`config.mk`:
```
export PLATFORM = sky130hd
export DESIGN_NAME = c_matrix_collector
export DESIGN_NICKNAME = d
export VERILOG_FILES = /design/src/rtl/c_matrix_collector.sv
export SDC_FILE = /design/constraint.sdc
export NUM_CORES = 2
export LEC_CHECK = 0
export ABC_AREA = 1
export ABC_CLOCK_PERIOD_IN_PS = 2400
export BUFFER_PORTS_ARGS = -buffer_cell sky130_fd_sc_hd__buf_2
export CAP_MARGIN = 20
export CORE_UTILIZATION = 30
export CTS_CLUSTER_DIAMETER = 30
export DETAILED_ROUTE_END_ITERATION = 16
export GPL_ROUTABILITY_DRIVEN = 0
export PLACE_DENSITY = 0.54
export SLEW_MARGIN = 15
export SYNTH_ARGS = -nofsm -noshare
export SYNTH_HDL_FRONTEND = slang
export SYNTH_SLANG_ARGS = --single-unit
```
`constraint.sdc`:
```
create_clock -name clk -period 2.4 [get_ports clk]
set_input_delay 0.12 -clock clk [delete_from_list [all_inputs] [get_ports clk]]
set_output_delay 0.12 -clock clk [all_outputs]
set_load 0.005 [all_outputs]
```
`src/rtl/c_matrix_collector.sv`:
```
// Collects an N-wide C result stream into an NxN buffer (overwrite or accumulate)
// and holds the completed matrix for registered random-access readout.

module c_matrix_cell #(
  parameter int CW  = 18,
  parameter int ACW = 24
) (
  input  logic           clk,
  input  logic           rst_n,
  input  logic           we_i,
  input  logic           acc_i,
  input  logic [CW-1:0]  din_i,
  output logic [ACW-1:0] q_o
);
  logic [ACW-1:0] q_q;

  // Accumulation wraps modulo 2^ACW; the stream value is zero-extended.
  always_ff @(posedge clk or negedge rst_n) begin
    if (!rst_n)    q_q <= '0;
    else if (we_i) q_q <= acc_i ? q_q + ACW'(din_i) : ACW'(din_i);
  end

  assign q_o = q_q;
endmodule

module c_matrix_collector #(
  parameter int N            = 4,
  parameter int C_DATA_WIDTH = 18,
  parameter int ACC_WIDTH    = 24,
  localparam int AW          = (N > 1) ? $clog2(N) : 1
) (
  input  logic                             clk,
  input  logic                             reset,
  input  logic                             start,
  input  logic                             start_by_row,
  input  logic                             start_accumulate,
  input  logic                             hold,
  input  logic                             stream_valid,
  output logic                             stream_ready,
  output logic                             stream_by_row,
  input  logic [N-1:0][C_DATA_WIDTH-1:0]   stream_data,
  output logic                             busy,
  output logic                             done,
  input  logic                             release_buf,
  input  logic                             rd_en,
  input  logic [AW-1:0]                    rd_row,
  input  logic [AW-1:0]                    rd_col,
  output logic [ACC_WIDTH-1:0]             rd_data
);
  typedef enum logic [1:0] {IDLE, RECV, FULL} state_e;

  state_e                              state_q, state_d;
  logic [AW-1:0]                       k_q, k_d;
  logic                                by_row_q, by_row_d;
  logic                                acc_q, acc_d;
  logic [ACC_WIDTH-1:0]                rd_data_q;
  logic [N-1:0][N-1:0][ACC_WIDTH-1:0]  cell_q;
  logic                                hs;

  assign stream_ready  = (state_q == RECV) && !hold;
  assign hs            = stream_valid && stream_ready;
  assign busy          = (state_q == RECV);
  assign done          = (state_q == FULL);
  assign stream_by_row = by_row_q;
  assign rd_data       = rd_data_q;

  always_ff @(posedge clk or negedge reset) begin
    if (!reset) begin
      state_q  <= IDLE;
      k_q      <= '0;
      by_row_q <= 1'b0;
      acc_q    <= 1'b0;
    end else begin
      state_q  <= state_d;
      k_q      <= k_d;
      by_row_q <= by_row_d;
      acc_q    <= acc_d;
    end
  end

  always_comb begin
    state_d  = state_q;
    k_d      = k_q;
    by_row_d = by_row_q;
    acc_d    = acc_q;
    case (state_q)
      IDLE: if (start) begin
        by_row_d = start_by_row;
        acc_d    = start_accumulate;
        k_d      = '0;
        state_d  = RECV;
      end
      RECV: if (hs) begin
        if (k_q == AW'(N-1)) begin
          k_d     = '0;
          state_d = FULL;
        end else begin
          k_d = k_q + AW'(1);
        end
      end
      FULL: if (release_buf) state_d = IDLE;
      default: state_d = IDLE;
    endcase
  end

  // Row mode: beat k fills row k; column mode: beat k fills column k.
  for (genvar i = 0; i < N; i++) begin : g_row
    for (genvar j = 0; j < N; j++) begin : g_col
      logic we;
      assign we = hs && (by_row_q ? (k_q == AW'(i)) : (k_q == AW'(j)));
      c_matrix_cell #(.CW(C_DATA_WIDTH), .ACW(ACC_WIDTH)) u_cell (
        .clk   (clk),
        .rst_n (reset),
        .we_i  (we),
        .acc_i (acc_q),
        .din_i (by_row_q ? stream_data[j] : stream_data[i]),
        .q_o   (cell_q[i][j])
      );
    end
  end

  // Sampling the cell register before its update gives read-old-on-collision.
  always_ff @(posedge clk or negedge reset) begin
    if (!reset)     rd_data_q <= '0;
    else if (rd_en) rd_data_q <= cell_q[rd_row][rd_col];
  end
endmodule

```
# Word-level counts from Yosys, hierarchy flattened
# Index checks and enable logic that the tools add are counted.
[word_totals] register_bits=414 input_bits=85 output_inout_bits=28
[op_classes] addsub=17 n_lt_le_gt_ge=2 n_eq_ne=9 muxes=53 n_reduce_logical=25
[ops] operator="$mux W24" count=17
[ops] operator="$add A24 B18 Y24" count=16
[ops] operator="$mux W18" count=12
[ops] operator="$bmux W96 S2" count=1
[ops] operator="$mux W96" count=1
[ops] operator="$bmux W24 S2" count=1
[ops] operator="$logic_and A1 B1 Y1" count=18
[ops] operator="$mux W2" count=7
[ops] operator="$mux W1" count=12
[ops] operator="$eq A2 B2 Y1 const B" count=3
[ops] operator="$lt A2 B3 Y1 const B" count=2
[ops] operator="$ne A2 B1 Y1 const B" count=3
[ops] operator="$pmux W2 S3" count=1
[ops] operator="$eq A2 B1 Y1 const B" count=2
[ops] operator="$logic_not A2 Y1" count=2
[ops] operator="$pmux W2 S2" count=1
[ops] operator="$reduce_and A4 Y1" count=1
[ops] operator="$reduce_and A3 Y1" count=1
[ops] operator="$add A2 B1 Y2 const B" count=1
[ops] operator="$ne A2 B2 Y1 const B" count=1
[ops] operator="$reduce_and A2 Y1" count=1
[ops] operator="$reduce_bool A2 Y1" count=1
[ops] operator="$logic_not A1 Y1" count=1

# Depth between registers and ports, before layout
[depth] depth_word=5 ltp_mapped=20 mapped_depth_nobuf=17

# By module
# From an unflattened synthesis, not the netlist that was laid out.
[hier_totals] cells_unflattened=7770 area_unflattened_um2=46428.3
[modules_own_cells] mod="c_matrix_cell (g_row[0].g_col[0].u_cell ...)" instances=9 cells_per_inst=397 area_each_um2=2486.1 seq_area_each_um2=600.6
[modules_own_cells] mod="c_matrix_cell (g_row[2].g_col[1].u_cell ...)" instances=7 cells_per_inst=397 area_each_um2=2501.1 seq_area_each_um2=600.6
[modules_own_cells] mod="c_matrix_collector" instances=1 cells_per_inst=1418 area_each_um2=6545.0 seq_area_each_um2=750.7

# Worst setup path after synthesis
# Ideal clock, no wire load.
[synth_timing] kind="reg2reg" start="register by_row_q, in the netlist stream_by_row" end="register g_row[3].g_col[2].u_cell.q_q[16]" setup_ps=117 t_arrival_ps=2575 required_ps=2283 slack_ps=-292 path_stages_with_launch=20 synth_period_minus_slack_ps=2692 path_cell_list="dfrtp_1 buf_2 inv_2 buf_2 buf_2 nand2_1 nand2_1 ha_1 inv_1 fa_1 inv_1 nand3_1 nand3_1 nand2_1 nand2_1 nand2_1 nand3_1 nand3_1 nand2_1 nand2_1"
[synth_via] elab_chain_cells=3
[synth_rtl] item="start: declaration" line_no="54" text="logic by_row_q, by_row_d;"
[synth_rtl] item="start signal: assignment" line_no="76" text="by_row_q <= by_row_d;"
[synth_rtl] item="$mux W18" line_no="116" text=".din_i (by_row_q ? stream_data[j] : stream_data[i]),"
[synth_rtl] item="$add A24 B18 Y24" line_no="20" text="else if (we_i) q_q <= acc_i ? q_q + ACW'(din_i) : ACW'(din_i);"
[synth_rtl] item="$mux W24" line_no="20"
[synth_rtl] item="end signal: assignment" line_no="20"
[synth_rtl] item="end: declaration" line_no="15" text="logic [ACW-1:0] q_q;"
# Several ways; a longest one is shown, not always the timed one.
# A chain may end at the register's enable or synchronous reset.

# Worst setup path in the final report
[layout_timing] start="register by_row_q, in the netlist stream_by_row" end="register g_row[0].g_col[2].u_cell.q_q[10]"
[layout_via] elab_chain_cells=3
[layout_rtl] item="$mux W18" line_no="116"
[layout_rtl] item="$add A24 B18 Y24" line_no="20"
[layout_rtl] item="$mux W24" line_no="20"
[layout_rtl] item="end signal: assignment" line_no="20"
[layout_rtl] item="end: declaration" line_no="15"
# Several ways; a longest one is shown, not always the timed one.

==> qor.txt <==
status - finished, violations left
failing checks - negative setup slack
R2R cell count - 17
complex-gate fraction of the synthesized area - 15.1%
Worst Slack Setup Final - -0.282 ns
Max stage delay on crit path - 0.50 ns
root buffer cell - clkbuf_16
pwr/cell area - 1580 nW/um^2
Mapped Area - 43800 sq um
post-layout min period - 2.68 ns
worst-skew pair later-pin latency - 0.80 ns
register area share after synthesis - 23.7%
fmax - 373 MHz
Slew headroom - 38.3%
Critical Path RT - 3.05 ns
nets@finish - 8981
ys async rst share - 100%
Static Leakage - 33.3 nW
number of distinct library cells after synthesis - 41
die height - 384 um
final std cells w/o fill - 10.6k
Antenna Nets Post-Route - 0
fill count - 14.8k
Starting Density - 30.4%
Setup Viol. Count Final - 248
Slew @ Worst Pin - 0.925 ns
layout cells sized above 1 - 23.4%
maximum fanout along the worst path - 7
setup TNS - -38.19 ns
Post-Synthesis Cells - 7469
grt total ovfl - 0
die width - 384 um
CP endpoint kind - register
area growth from synthesis to layout - 46.6%
PortBufs - 112
Max stage delay cell, worst path - dfrtp_2
Crit Path Category - reg -> reg
clk sinks - 414
DP Area - 54100 sq um
post-layout util - 44.5%
dpl cells - 10.2k
clock skew - 0.0452 ns
H-tree depth - 4
post-synthesis mux area share - 0%
Syn Nets - 7862
critical path arrival - 3.33 ns
Post-synth EDFFs - 0
Critical Path Source Type - register
Post-Synth XOR/XNOR Area - 1.70%
RSZ-0062 raised after global routing - yes
synth warn - 0
first-pass GRT wire length - 332 mm
vias - 56.4k
final max-slew violation count - 0
dpl hpwl - 179 mm
Worst-path clk slew - 0.04 ns
hold_ws - 0.0538 ns
flip-flop and latch count after synthesis - 414
Final period util - 112%
total power - 101 mW
CTS tree - built
dpl ws - -0.491 ns
Adder-Cell Fraction of Synth Area - 9.08%
Max clock buf depth - 3
drt pass-1 iters - 6
CTS Buf Count - 153
antenna violations before repair - 10
max-cap viol count - 0
cell row count - 139
vias per cell - 5.31
worst-path cell chain - inv_8 -> nand2_2 -> buf_4 -> nand2_2 -> ha_2 -> inv_1 -> fa_2 -> inv_1 -> nand3_1 -> nand3_2 -> nand2_1 -> nand2_2 -> nand2_1 -> nand3_1 -> nand3_1 -> nand3_1 -> nand2_1
vias in the first global route - 53.0k
average wire per standard cell - 21.5 um
die area - 147000 sq um
Syn Area/Cell - 5.86 sq um
worst vdd ir - 810 uV
largest family of logic cells by synthesized area - simple AND/OR/NAND/NOR gates
post-synthesis simple-gate area fraction - 41.6%
dominant synthesized flop cell - dfrtp_1
hold path depth - 6
gr usage total - 30.1%
wirelength, routed - 228 mm
CORE AREA - 144000 sq um
violation count after the first detailed-route iteration - 5853
CP dominant cell by count - nand3_1
Design Area, Final - 64200 sq um
Fin. Hold Viols - 0
largest net degree at the start of global routing - 90
drt drc - 0
Worst Hold Class - in -> reg
io pins - 113
-- cell usage in the layout, fill, tap and decap left out, types with 12 or more instances in the layout --
| cell | instances |
|---|---|
| ha_1 | 118 |
| a21oi_2 | 43 |
| o221ai_1 | 84 |
| buf_6 | 15 |
| clkbuf_1 | 24 |
| xor2_1 | 59 |
| nand2_1 | 2446 |
| xnor2_1 | 26 |
| nand3_1 | 572 |
| a31oi_1 | 91 |
| ha_2 | 19 |
| buf_4 | 893 |
| ha_4 | 155 |
| clkinvlp_4 | 13 |
| o211ai_1 | 36 |
| buf_2 | 109 |
| buf_12 | 79 |
| o21ai_1 | 17 |
| o21ai_0 | 343 |
| inv_2 | 35 |
| a21oi_1 | 409 |
| nor2_1 | 898 |
| o21a_1 | 22 |
| clkbuf_16 | 156 |
| nand2_4 | 22 |
| dlygate4sd3_1 | 88 |
| nor2_4 | 16 |
| nor3_2 | 12 |
| nor2_2 | 65 |
| nand4_1 | 59 |
| and2_1 | 52 |
| clkinv_2 | 14 |
| dfrtp_1 | 412 |
| nor3_1 | 58 |
| clkbuf_8 | 47 |
| nand3_2 | 74 |
| nand2_2 | 216 |
| inv_1 | 734 |
| o21bai_1 | 95 |
-- synthesized netlist by cell type (54+ instances only) --
master | count | share of area, %
nor3_1 | 71 | 0.81
nand3_1 | 648 | 7.4
xor2_1 | 59 | 1.2
o21ai_0 | 350 | 4.0
ha_1 | 292 | 8.3
buf_2 | 54 | 0.62
and2_1 | 58 | 0.83
a21oi_1 | 453 | 5.2
nand2_1 | 2681 | 23
a31oi_1 | 91 | 1.3
nand4_1 | 59 | 0.84
nor2_1 | 973 | 8.3
dfrtp_1 | 414 | 24
clkbuf_1 | 149 | 1.3
o21bai_1 | 95 | 1.6
o221ai_1 | 84 | 1.7
inv_1 | 751 | 6.4
-- where the power goes --
group          total, mW  internal [mW]  switching (mW)
sequential          13.5           9.59            3.92
clock               20.2           14.1            6.14
combinational       67.5           28.9            38.6
total                101           52.6            48.6
-- logic make-up (layout without fill, tap and decap cells) --
logic type               after synthesis  after routing
AO/OA/AOI/OAI                       1154           1154
XOR/XNOR                              85             85
adder cells (fa/ha/maj)              308            308
buffers and inverters               1000           2238
AND/OR/NAND/NOR                     4508           4508
flip-flops                           414            414
other                                  0              7
-- timing repair --
| item | 4_1_cts | 5_1_grt |
|---|---|---|
| gates resized for setup | 362 | 356 |
| pin swaps | 18 | 42 |
| endpoints found under the hold margin | 547 | 0 |
| endpoints found under the setup margin | 253 | 269 |
| cloned | 1 | 2 |
| hold buffers | 89 | 0 |
| buffers inserted | 5 | 10 |
-- worst paths after layout --
| path | from | endpoint | slack [ns] |
|---|---|---|---|
| hold / removal | stream_data[54] | g_row[3].g_col[2].u_cell.q_o[0] | 0.05 |
| setup reg to reg | stream_by_row | g_row[0].g_col[2].u_cell.q_o[10] | -0.28 |
| hold reg to reg | rd_data[23] | rd_data[23] | 0.47 |
| max in group asynchronous | reset | g_row[2].g_col[3].u_cell.q_o[17] | 1.77 |
| min in group asynchronous | reset | acc_q | 0.07 |
| setup / recovery | stream_by_row | g_row[0].g_col[2].u_cell.q_o[10] | -0.28 |
-- critical path, delay by kind of cell, from the launching register on --
family,cells,cell delay [ns]
AND/OR/NAND/NOR,11,0.97
adder cells (fa/ha/maj),2,0.57
flip-flops,1,0.50
buffers and inverters,4,0.49
-- flip-flops by register name, summed over array words and instances (netlist names) --
signal and cells:
g_row.g_col.u_cell.q_o 384, rd_data 24, acc_q 1, stream_by_row 1
k_q 2, state_q 2
-- metal layers --
metal,part of all wire [%],wire (um),vias to the layer above,track usage (%)
li1,-,-,26600,-
met1,41,93400,26300,38.8
met2,41,93100,2758,44.0
met3,10,23400,711,7.46
met4,8.0,18100,8,20.6
met5,0.023,53,-,0
-- final cells by class --
class,instances,area [sq um],area share (%)
diodes,7,17.5,0.0273
clock buffers,225,4590,7.15
clock inverters,49,728,1.13
inverters,774,2930,4.56
multi-input cells,6055,33200,51.7
flip-flops and latches,414,10400,16.2
well taps,1903,2380,3.71
repair buffers,1189,9980,15.5
repair inverters,1,6.26,0.00975
(Power assumes the default switching activity.)
